<file path="config.mk">
export PLATFORM = sky130hd
export DESIGN_NAME = pixel_coord_sequencer_flat
export DESIGN_NICKNAME = d
export VERILOG_FILES = /design/src/rtl/pixel_coord_sequencer_pkg.sv /design/src/rtl/pixel_coord_sequencer_if.sv /design/src/rtl/pixel_coord_sequencer_coord_stepper.sv /design/src/rtl/pixel_coord_sequencer.sv /design/src/flat_wrapper.sv
export SDC_FILE = /design/constraint.sdc
export NUM_CORES = 1
export LEC_CHECK = 0
export BUFFER_PORTS_ARGS = -buffer_cell sky130_fd_sc_hd__buf_2
export CORE_MARGIN = 8
export CORE_UTILIZATION = 59
export CTS_CLUSTER_SIZE = 40
export DETAILED_ROUTE_END_ITERATION = 7
export HOLD_SLACK_MARGIN = 0.08
export PLACE_DENSITY = 0.85
export SKIP_LAST_GASP = 1
export SLEW_MARGIN = 20
export SYNTH_ARGS = -nofsm -noshare
export SYNTH_HDL_FRONTEND = slang
export SYNTH_SLANG_ARGS = --single-unit
</file>
<file path="constraint.sdc">
create_clock -name sysclk -period 6.4 [get_ports sysclk]
set_clock_uncertainty 0.2 [all_clocks]
set_input_delay 1.92 -clock sysclk [delete_from_list [all_inputs] [get_ports sysclk]]
set_output_delay 1.92 -clock sysclk [all_outputs]
set_load 0.02 [all_outputs]
</file>
<file path="src/rtl/pixel_coord_sequencer_pkg.sv">
// ---------------------------------------------------------------------------
// mandel_pkg
// Shared types for the pixel coordinate sequencer and its neighbours.
//   seq_state_t : sequencer FSM states
//   rgb_t       : 24-bit {R,G,B} colour word
//   COORD_W     : width of the x/y pixel counters
// ---------------------------------------------------------------------------
package mandel_pkg;

    localparam int COORD_W = 11;

    typedef logic [23:0] rgb_t;

    typedef enum logic [2:0] {
        IDLE,
        ISSUE,
        WAIT,
        CAPTURE,
        EMIT,
        DONE
    } seq_state_t;

endpackage

</file>
<file path="src/rtl/pixel_coord_sequencer_if.sv">
// ---------------------------------------------------------------------------
// pixel_coord_sequencer_if
// Bundles the two handshakes of the sequencer:
//   dc_*  : start/done handshake with the depth/colour stage (plus c and colour)
//   pix_* : valid/ready pixel stream towards the video output
// Modports:
//   master : the sequencer (drives dc_start, re_c, im_c and the pixel stream)
//   slave  : the depth stage / pixel sink side
// ---------------------------------------------------------------------------
interface pixel_coord_sequencer_if #(
    parameter int WL = 64
);
    import mandel_pkg::*;

    logic          dc_start;
    logic [WL-1:0] re_c;
    logic [WL-1:0] im_c;
    logic          dc_done;
    rgb_t          dc_color;

    rgb_t          pix_data;
    logic          pix_valid;
    logic          pix_ready;
    logic          pix_sof;
    logic          pix_eol;

    modport master (
        output dc_start, re_c, im_c, pix_data, pix_valid, pix_sof, pix_eol,
        input  dc_done, dc_color, pix_ready
    );

    modport slave (
        input  dc_start, re_c, im_c, pix_data, pix_valid, pix_sof, pix_eol,
        output dc_done, dc_color, pix_ready
    );

endinterface

</file>
<file path="src/rtl/pixel_coord_sequencer_coord_stepper.sv">
// ---------------------------------------------------------------------------
// coord_stepper
// Incremental complex-plane coordinate generator (no multipliers).
// Holds the current real/imaginary accumulators, the real value of the start
// of the row, and the per-pixel step. All arithmetic wraps.
// Ports:
//   clk, rst_n          : clock, asynchronous active-low reset
//   i_load              : load re_min/im_max/step (start of frame)
//   i_step_x            : move one pixel right (re += step)
//   i_step_y            : move to start of next line (re = row start, im -= step)
//   i_re_min, i_im_max, i_step : frame parameters, sampled on i_load
//   o_re_next, o_im_next: value the accumulators take at the next edge, so the
//                         caller can register c in the same cycle it steps
// ---------------------------------------------------------------------------
module coord_stepper #(
    parameter int WL = 64
) (
    input  logic          clk,
    input  logic          rst_n,
    input  logic          i_load,
    input  logic          i_step_x,
    input  logic          i_step_y,
    input  logic [WL-1:0] i_re_min,
    input  logic [WL-1:0] i_im_max,
    input  logic [WL-1:0] i_step,
    output logic [WL-1:0] o_re_next,
    output logic [WL-1:0] o_im_next
);

    logic [WL-1:0] r_re_acc;
    logic [WL-1:0] r_row_re;
    logic [WL-1:0] r_im_acc;
    logic [WL-1:0] r_step;

    logic [WL-1:0] w_re_next;
    logic [WL-1:0] w_row_next;
    logic [WL-1:0] w_im_next;
    logic [WL-1:0] w_step_next;

    // Next-state selection: load wins over stepping; a line change returns
    // the real part to the row start rather than subtracting the line width.
    always_comb begin
        w_re_next   = r_re_acc;
        w_row_next  = r_row_re;
        w_im_next   = r_im_acc;
        w_step_next = r_step;
        if (i_load) begin
            w_re_next   = i_re_min;
            w_row_next  = i_re_min;
            w_im_next   = i_im_max;
            w_step_next = i_step;
        end else if (i_step_x) begin
            w_re_next = r_re_acc + r_step;
        end else if (i_step_y) begin
            w_re_next = r_row_re;
            w_im_next = r_im_acc - r_step;
        end
    end

    // Accumulator registers.
    always_ff @(posedge clk or negedge rst_n) begin
        if (!rst_n) begin
            r_re_acc <= '0;
            r_row_re <= '0;
            r_im_acc <= '0;
            r_step   <= '0;
        end else begin
            r_re_acc <= w_re_next;
            r_row_re <= w_row_next;
            r_im_acc <= w_im_next;
            r_step   <= w_step_next;
        end
    end

    assign o_re_next = w_re_next;
    assign o_im_next = w_im_next;

endmodule

</file>
<file path="src/rtl/pixel_coord_sequencer.sv">
// ---------------------------------------------------------------------------
// pixel_coord_sequencer
// Raster-scans one frame (x fastest), issues c = re_c + j*im_c for every pixel
// to the depth/colour stage, waits for it, captures the colour and emits it on
// a valid/ready pixel stream with start-of-frame / end-of-line flags.
// Ports:
//   sysclk, reset_n        : clock, asynchronous active-low reset
//   frame_start            : begin a frame (only honoured in IDLE)
//   re_min, im_max, step   : frame coordinates, sampled on accepted frame_start
//   bus (master)           : dc_* depth-stage handshake and pix_* stream
//   x_out, y_out           : current pixel position
//   busy                   : sequencer is not IDLE
//   frame_done             : one-cycle pulse after the last pixel is accepted
// ---------------------------------------------------------------------------
module pixel_coord_sequencer
    import mandel_pkg::*;
#(
    parameter int FRAC        = 60,
    parameter int WORD_LENGTH = 64,
    parameter int H_RES       = 640,
    parameter int V_RES       = 480,
    parameter int COLOR_LAT   = 1
) (
    input  logic                   sysclk,
    input  logic                   reset_n,
    input  logic                   frame_start,
    input  logic [WORD_LENGTH-1:0] re_min,
    input  logic [WORD_LENGTH-1:0] im_max,
    input  logic [WORD_LENGTH-1:0] step,
    pixel_coord_sequencer_if.master bus,
    output logic [COORD_W-1:0]     x_out,
    output logic [COORD_W-1:0]     y_out,
    output logic                   busy,
    output logic                   frame_done
);

    // The fixed-point format only needs an integer part to exist.
    if (FRAC < 0 || FRAC >= WORD_LENGTH) begin : g_bad_frac
        $error("FRAC must lie in 0..WORD_LENGTH-1");
    end

    localparam logic [COORD_W-1:0] X_LAST   = COORD_W'(H_RES - 1);
    localparam logic [COORD_W-1:0] Y_LAST   = COORD_W'(V_RES - 1);
    // A latency of 0 is treated as 1: the colour is always taken in CAPTURE.
    localparam logic [7:0]         LAT_LAST = 8'((COLOR_LAT > 1) ? COLOR_LAT - 1 : 0);

    seq_state_t             r_state;
    logic                   r_done_prev;
    logic [7:0]             r_lat_cnt;
    logic [COORD_W-1:0]     r_x;
    logic [COORD_W-1:0]     r_y;
    logic                   r_busy;
    logic                   r_frame_done;

    logic                   w_load;
    logic                   w_handshake;
    logic                   w_last_pix;
    logic                   w_step_x;
    logic                   w_step_y;
    logic [WORD_LENGTH-1:0] w_re_next;
    logic [WORD_LENGTH-1:0] w_im_next;

    // Control decode for the coordinate stepper. The last pixel of the frame
    // does not step, so the accumulators simply hold until the next load.
    always_comb begin
        w_load      = (r_state == IDLE) && frame_start;
        w_handshake = (r_state == EMIT) && bus.pix_ready;
        w_last_pix  = (r_x == X_LAST) && (r_y == Y_LAST);
        w_step_x    = w_handshake && !w_last_pix && (r_x != X_LAST);
        w_step_y    = w_handshake && !w_last_pix && (r_x == X_LAST);
    end

    coord_stepper #(
        .WL (WORD_LENGTH)
    ) u_stepper (
        .clk       (sysclk),
        .rst_n     (reset_n),
        .i_load    (w_load),
        .i_step_x  (w_step_x),
        .i_step_y  (w_step_y),
        .i_re_min  (re_min),
        .i_im_max  (im_max),
        .i_step    (step),
        .o_re_next (w_re_next),
        .o_im_next (w_im_next)
    );

    // Sequencer FSM with all outputs registered. re_c/im_c are taken from the
    // stepper's next value on entry to ISSUE so they are already valid while
    // dc_start is high, and held until the following handshake. dc_done is
    // edge-detected so a level-style done is counted once.
    always_ff @(posedge sysclk or negedge reset_n) begin
        if (!reset_n) begin
            r_state       <= IDLE;
            r_done_prev   <= 1'b0;
            r_lat_cnt     <= '0;
            r_x           <= '0;
            r_y           <= '0;
            r_busy        <= 1'b0;
            r_frame_done  <= 1'b0;
            bus.dc_start  <= 1'b0;
            bus.re_c      <= '0;
            bus.im_c      <= '0;
            bus.pix_data  <= '0;
            bus.pix_valid <= 1'b0;
            bus.pix_sof   <= 1'b0;
            bus.pix_eol   <= 1'b0;
        end else begin
            r_done_prev <= bus.dc_done;
            case (r_state)
                IDLE: begin
                    if (frame_start) begin
                        r_x          <= '0;
                        r_y          <= '0;
                        r_busy       <= 1'b1;
                        bus.dc_start <= 1'b1;
                        bus.re_c     <= w_re_next;
                        bus.im_c     <= w_im_next;
                        r_state      <= ISSUE;
                    end
                end
                ISSUE: begin
                    bus.dc_start <= 1'b0;
                    r_state      <= WAIT;
                end
                WAIT: begin
                    if (bus.dc_done && !r_done_prev) begin
                        r_lat_cnt <= '0;
                        r_state   <= CAPTURE;
                    end
                end
                CAPTURE: begin
                    if (r_lat_cnt == LAT_LAST) begin
                        bus.pix_data  <= bus.dc_color;
                        bus.pix_valid <= 1'b1;
                        bus.pix_sof   <= (r_x == '0) && (r_y == '0);
                        bus.pix_eol   <= (r_x == X_LAST);
                        r_state       <= EMIT;
                    end else begin
                        r_lat_cnt <= r_lat_cnt + 8'd1;
                    end
                end
                EMIT: begin
                    if (bus.pix_ready) begin
                        bus.pix_valid <= 1'b0;
                        bus.pix_sof   <= 1'b0;
                        bus.pix_eol   <= 1'b0;
                        if (w_last_pix) begin
                            r_frame_done <= 1'b1;
                            r_state      <= DONE;
                        end else begin
                            if (r_x == X_LAST) begin
                                r_x <= '0;
                                r_y <= r_y + 1'b1;
                            end else begin
                                r_x <= r_x + 1'b1;
                            end
                            bus.dc_start <= 1'b1;
                            bus.re_c     <= w_re_next;
                            bus.im_c     <= w_im_next;
                            r_state      <= ISSUE;
                        end
                    end
                end
                DONE: begin
                    r_frame_done <= 1'b0;
                    r_busy       <= 1'b0;
                    r_state      <= IDLE;
                end
                default: r_state <= IDLE;
            endcase
        end
    end

    assign x_out      = r_x;
    assign y_out      = r_y;
    assign busy       = r_busy;
    assign frame_done = r_frame_done;

endmodule

</file>
<file path="src/flat_wrapper.sv">
// flat-port wrapper written by rule: the top's interface ports become plain ports
module pixel_coord_sequencer_flat import mandel_pkg::*;
#(
    parameter int FRAC        = 60,
    parameter int WORD_LENGTH = 64,
    parameter int H_RES       = 640,
    parameter int V_RES       = 480,
    parameter int COLOR_LAT   = 1
)
  (sysclk, reset_n, frame_start, re_min, im_max, step, x_out, y_out, busy, frame_done, bus_dc_start, bus_re_c, bus_im_c, bus_pix_data, bus_pix_valid, bus_pix_sof, bus_pix_eol, bus_dc_done, bus_dc_color, bus_pix_ready);
  pixel_coord_sequencer_if #(.WL(64)) bus_i ();
  input  logic sysclk;
  input  logic reset_n;
  input  logic frame_start;
  input  logic [WORD_LENGTH-1:0] re_min;
  input  logic [WORD_LENGTH-1:0] im_max;
  input  logic [WORD_LENGTH-1:0] step;
  output logic [COORD_W-1:0] x_out;
  output logic [COORD_W-1:0] y_out;
  output logic busy;
  output logic frame_done;
  output wire logic [$bits(bus_i.dc_start)-1:0] bus_dc_start;
  output wire logic [$bits(bus_i.re_c)-1:0] bus_re_c;
  output wire logic [$bits(bus_i.im_c)-1:0] bus_im_c;
  output wire logic [$bits(bus_i.pix_data)-1:0] bus_pix_data;
  output wire logic [$bits(bus_i.pix_valid)-1:0] bus_pix_valid;
  output wire logic [$bits(bus_i.pix_sof)-1:0] bus_pix_sof;
  output wire logic [$bits(bus_i.pix_eol)-1:0] bus_pix_eol;
  input wire logic [$bits(bus_i.dc_done)-1:0] bus_dc_done;
  input wire logic [$bits(bus_i.dc_color)-1:0] bus_dc_color;
  input wire logic [$bits(bus_i.pix_ready)-1:0] bus_pix_ready;
  assign bus_dc_start = bus_i.dc_start;
  assign bus_re_c = bus_i.re_c;
  assign bus_im_c = bus_i.im_c;
  assign bus_pix_data = bus_i.pix_data;
  assign bus_pix_valid = bus_i.pix_valid;
  assign bus_pix_sof = bus_i.pix_sof;
  assign bus_pix_eol = bus_i.pix_eol;
  assign bus_i.dc_done = bus_dc_done;
  assign bus_i.dc_color = bus_dc_color;
  assign bus_i.pix_ready = bus_pix_ready;
  pixel_coord_sequencer #(.FRAC(FRAC), .WORD_LENGTH(WORD_LENGTH), .H_RES(H_RES), .V_RES(V_RES), .COLOR_LAT(COLOR_LAT)) u_core (.sysclk(sysclk), .reset_n(reset_n), .frame_start(frame_start), .re_min(re_min), .im_max(im_max), .step(step), .bus(bus_i), .x_out(x_out), .y_out(y_out), .busy(busy), .frame_done(frame_done));
endmodule
</file>
==> impl_metrics.csv <==
group,metric,value,unit
yosys,synthArstFlopShare,100,%
critical_path,r2r_setup_slack,2320,ps
sta,tightest_slew,1100,ps
job,drv_cap,0,
route,drt_wl_total,89800,um
yosys,yosysWarningCount,0,
critical_path,r2r_start,"u_core.u_stepper.r_step[0]",
floorplan,fp.dieH,229,um
floorplan,start_util,59.4,%
placed_design,placed_cell_area,29100,um^2
yosys,synth_enable_flop_cells,0,
grt,antenna_found_initial,3,
pwr,p_leak,14.9,nW
floorplan,fp.coreArea,45100,um^2
hold_path,hold_class,"reg -> reg",
yosys,yosysTopAreaCellShare,41.9,%
placed_design,pre_cts_ws,1530,ps
cts,cts.sinks,448,
cts,cts_tree,"yes",
cts,cts-root-buf,"clkbuf_16",
pwr,pwr-share-seq,25.7,%
sta,drv_slew,0,
critical_path,worst-setup-path-type,"in -> reg",
cts,clock_path_buffers,3,
route,wl_per_cell,22.1,um
floorplan,io_pins,401,
critical_path,crit_fanout,16,
yosys,synth.cell_area,26800,um^2
placed_design,dp.cells,3977,
pwr,p_comb_share,60.1,%
route,drc,0,
pwr,vdd_drop_max,365,uV
final_layout,final_nets,3781,
critical_path,r2r_cells,12,
sta,finalHoldViolations,0,
sta,timing.final.ws_setup,2020,ps
hold_path,hold_end,"u_core.bus.re_c[14]",
grt,grt_max_degree,134,
critical_path,cp_top_family,"simple AND/OR/NAND/NOR gates",
placed_design,place_hpwl,67100,um
critical_path,worst_ep_arrival_time,4630,ps
cts,post_cts_buffers,0,
sta,holdWs,268,ps
sta,fin_setup_tns,0,ps
yosys,synth.most_common_cell,"nand2_1",
final_layout,drive_gt1_share,18.3,%
yosys,yosys_register_bits,448,
floorplan,dieArea,52400,um^2
critical_path,critPathCaptureType,"flip-flop",
grt,grt_overflow,0,
hold_path,hold_start,"u_core.bus.re_c[14]",
yosys,yosys-top-cells-count,"nand2_1 (637), dfrtp_1 (448), a21oi_1 (264), nor2_1 (240), o21ai_0 (190)",
critical_path,crit_buf_inv,2,
placed_design,portBuffers,400,
pwr,p_switching,9.97,mW
pwr,switching_share,49.1,%
placed_design,gp_congestion,0.996,
cts,cts_resized,0,
yosys,yosys-top-cells-area,"dfrtp_1 (42%), nand2_1 (8.9%), ha_1 (6.2%)",
route,via_count,25274,
yosys,syn_area_per_cell,8.56,um^2
critical_path,critPathMaxStageDelay,870,ps
floorplan,die_x,229,um
yosys,synth_flop_cell,"dfrtp_1",
sta,slew_headroom,26.0,%
floorplan,rows,78,
final_layout,stdcell_area,30800,um^2
grt,grt_pass1_vias,24460,
cts,clk_latency,600,ps
grt,grt_pass1_wl,139000,um
critical_path,critPathSlowestCell,"nor3_1",
sta,period_needed,4380,ps
sta,finalSetupViolCount,0,
cts,clk_pin_slew,60,ps
route,avgViaCountPerCell,6.21,
status,outcome,"completed",
grt,grt_usage,33.0,%
pwr,clockPowerShare,14.2,%
yosys,synth.yosys.seq_area_share,41.9,%
final_layout,n_fill_cell,3688,
sta,period_share,68.4,%
yosys,synth_top_cell_by_area,"dfrtp_1",
final_layout,syn_to_final_growth,15.0,%
yosys,syn-num-nets,3482,
yosys,yosysUniqueCellTypes,94,
critical_path,cp_cell_sequence,"buf_2 > nand2_1 > nor3_1 > nand3_4 > nand2_1 > buf_4 > nand4_1 > nor3_1 > xnor2_1 > nor2_1",
route,ant_nets,0,
critical_path,cp-startpoint,"bus_pix_ready",
sta,rsz0062_at_grt,"false",
route,drt_iter0_drc,2892,
yosys,netlist_instances,3127,
pwr,p_int,10.3,mW
pwr,p_per_area,660,nW/um^2
cts,cts_made_buffers,47,
sta,max_freq,228,MHz
hold_path,holdPathStages,2,
route,firstDrtPassIters,6,
final_layout,final_cells,4068,
critical_path,start_kind,"input pin",
cts,hold_buffers,0,
critical_path,cp.required,6660,ps
cts,htreeDepth,2,
critical_path,r2r-end,"u_core.bus.im_c[40]",
-- routing by layer --
| layer | up-vias | wire, um | GRT usage [%] |
|---|---|---|---|
| met4 | 0 | 4870 | 17.0 |
| met1 | 12175 | 38100 | 46.2 |
| met2 | 1235 | 38900 | 48.8 |
| met5 | - | 0 | 0 |
| met3 | 232 | 7900 | 5.82 |
| li1 | 11632 | - | - |
-- metrics by stage --
step	utilization (%)	power (mW)
finish	68.3	20.3
global route	68.3	21.6
floorplan	-	13.7
CTS	68.2	20.0
global placement	64.6	16.9
detailed placement	64.6	17.0
-- kinds of logic after synthesis --
group,Yosys count,synth area share (%)
and+or+nand+nor,1191,19.4
AOI/OAI and AO/OA,851,20.1
DFF,448,41.9
buffers and inverters,287,4.36
adders and majority gates,134,6.32
xor gates and xnor gates,116,3.80
muxes,100,4.12
-- final cells by class --
type | count | area, um^2 | share of cell area [%]
multi-input combinational | 2392 | 14400 | 46.9
sequential | 448 | 11200 | 36.4
timing repair buffer | 429 | 2330 | 7.57
clock buffer | 67 | 1380 | 4.49
tap | 600 | 751 | 2.44
inverter | 108 | 405 | 1.32
clock inverter | 21 | 259 | 0.841
antenna | 3 | 7.51 | 0.0244
-- worst max path at each step --
stage | to | slack (ps) | cells past startpoint
6_report | u_core.y_out[9] | 2020 | 10
5_1_grt | u_core.y_out[7] | 2000 | 11
4_1_cts | u_core.y_out[9] | 2150 | 10
3_5_place_dp | u_core.y_out[9] | 1530 | 10
3_3_place_gp | u_core.y_out[9] | 1670 | 10
2_1_floorplan | u_core.bus.re_c[3] | 2480 | 7
-- placed cells by master (no fill, tap or decap), drive strengths merged, types with 9 or more instances in the layout --
cell type,count
a211oi,20
nor2b,11
a41oi,12
clkbuf,67
or3,17
a21oi,269
o22ai,16
and2,14
a22oi,9
ha,132
nand4,61
nand3,76
a221oi,12
and3,35
o21bai,31
or4,9
o211ai,24
xnor2,57
o21ai,200
a31oi,47
mux2,81
nor2,241
o31ai,33
nor3,34
nand2,639
dfrtp,448
mux2i,19
o21a,15
nand2b,18
inv,110
xor2,59
a21o,81
clkinv,14
buf,429
o221ai,14
-- sequential cells by signal (all words and copies together) (netlist names), 8 cells and up --
signal	cells
u_core.bus.im_c	64
u_core.bus.re_c	64
u_core.u_stepper.r_im_acc	64
u_core.u_stepper.r_re_acc	64
u_core.u_stepper.r_row_re	64
u_core.u_stepper.r_step	64
u_core.bus.pix_data	24
u_core.x_out	11
u_core.y_out	11
u_core.r_lat_cnt	8
-- tightest hold or removal path, delay by kind of cell (launching register included) --
kind / cells / cell delay (ps)
flops: 1 / 340
simple gates: 2 / 100
-- power groups by stage --
| stage | combinational (mW) | sequential, mW | clock (mW) |
|---|---|---|---|
| 4_1_cts | 12.0 | 5.15 | 2.91 |
| 3_5_place_dp | 11.9 | 5.16 | 0 |
| 6_report | 12.2 | 5.22 | 2.89 |
| 3_3_place_gp | 11.8 | 5.13 | 0 |
| 5_1_grt | 13.3 | 5.31 | 3.01 |
| 2_1_floorplan | 8.31 | 5.34 | 0 |
(Power assumes the default switching activity.)
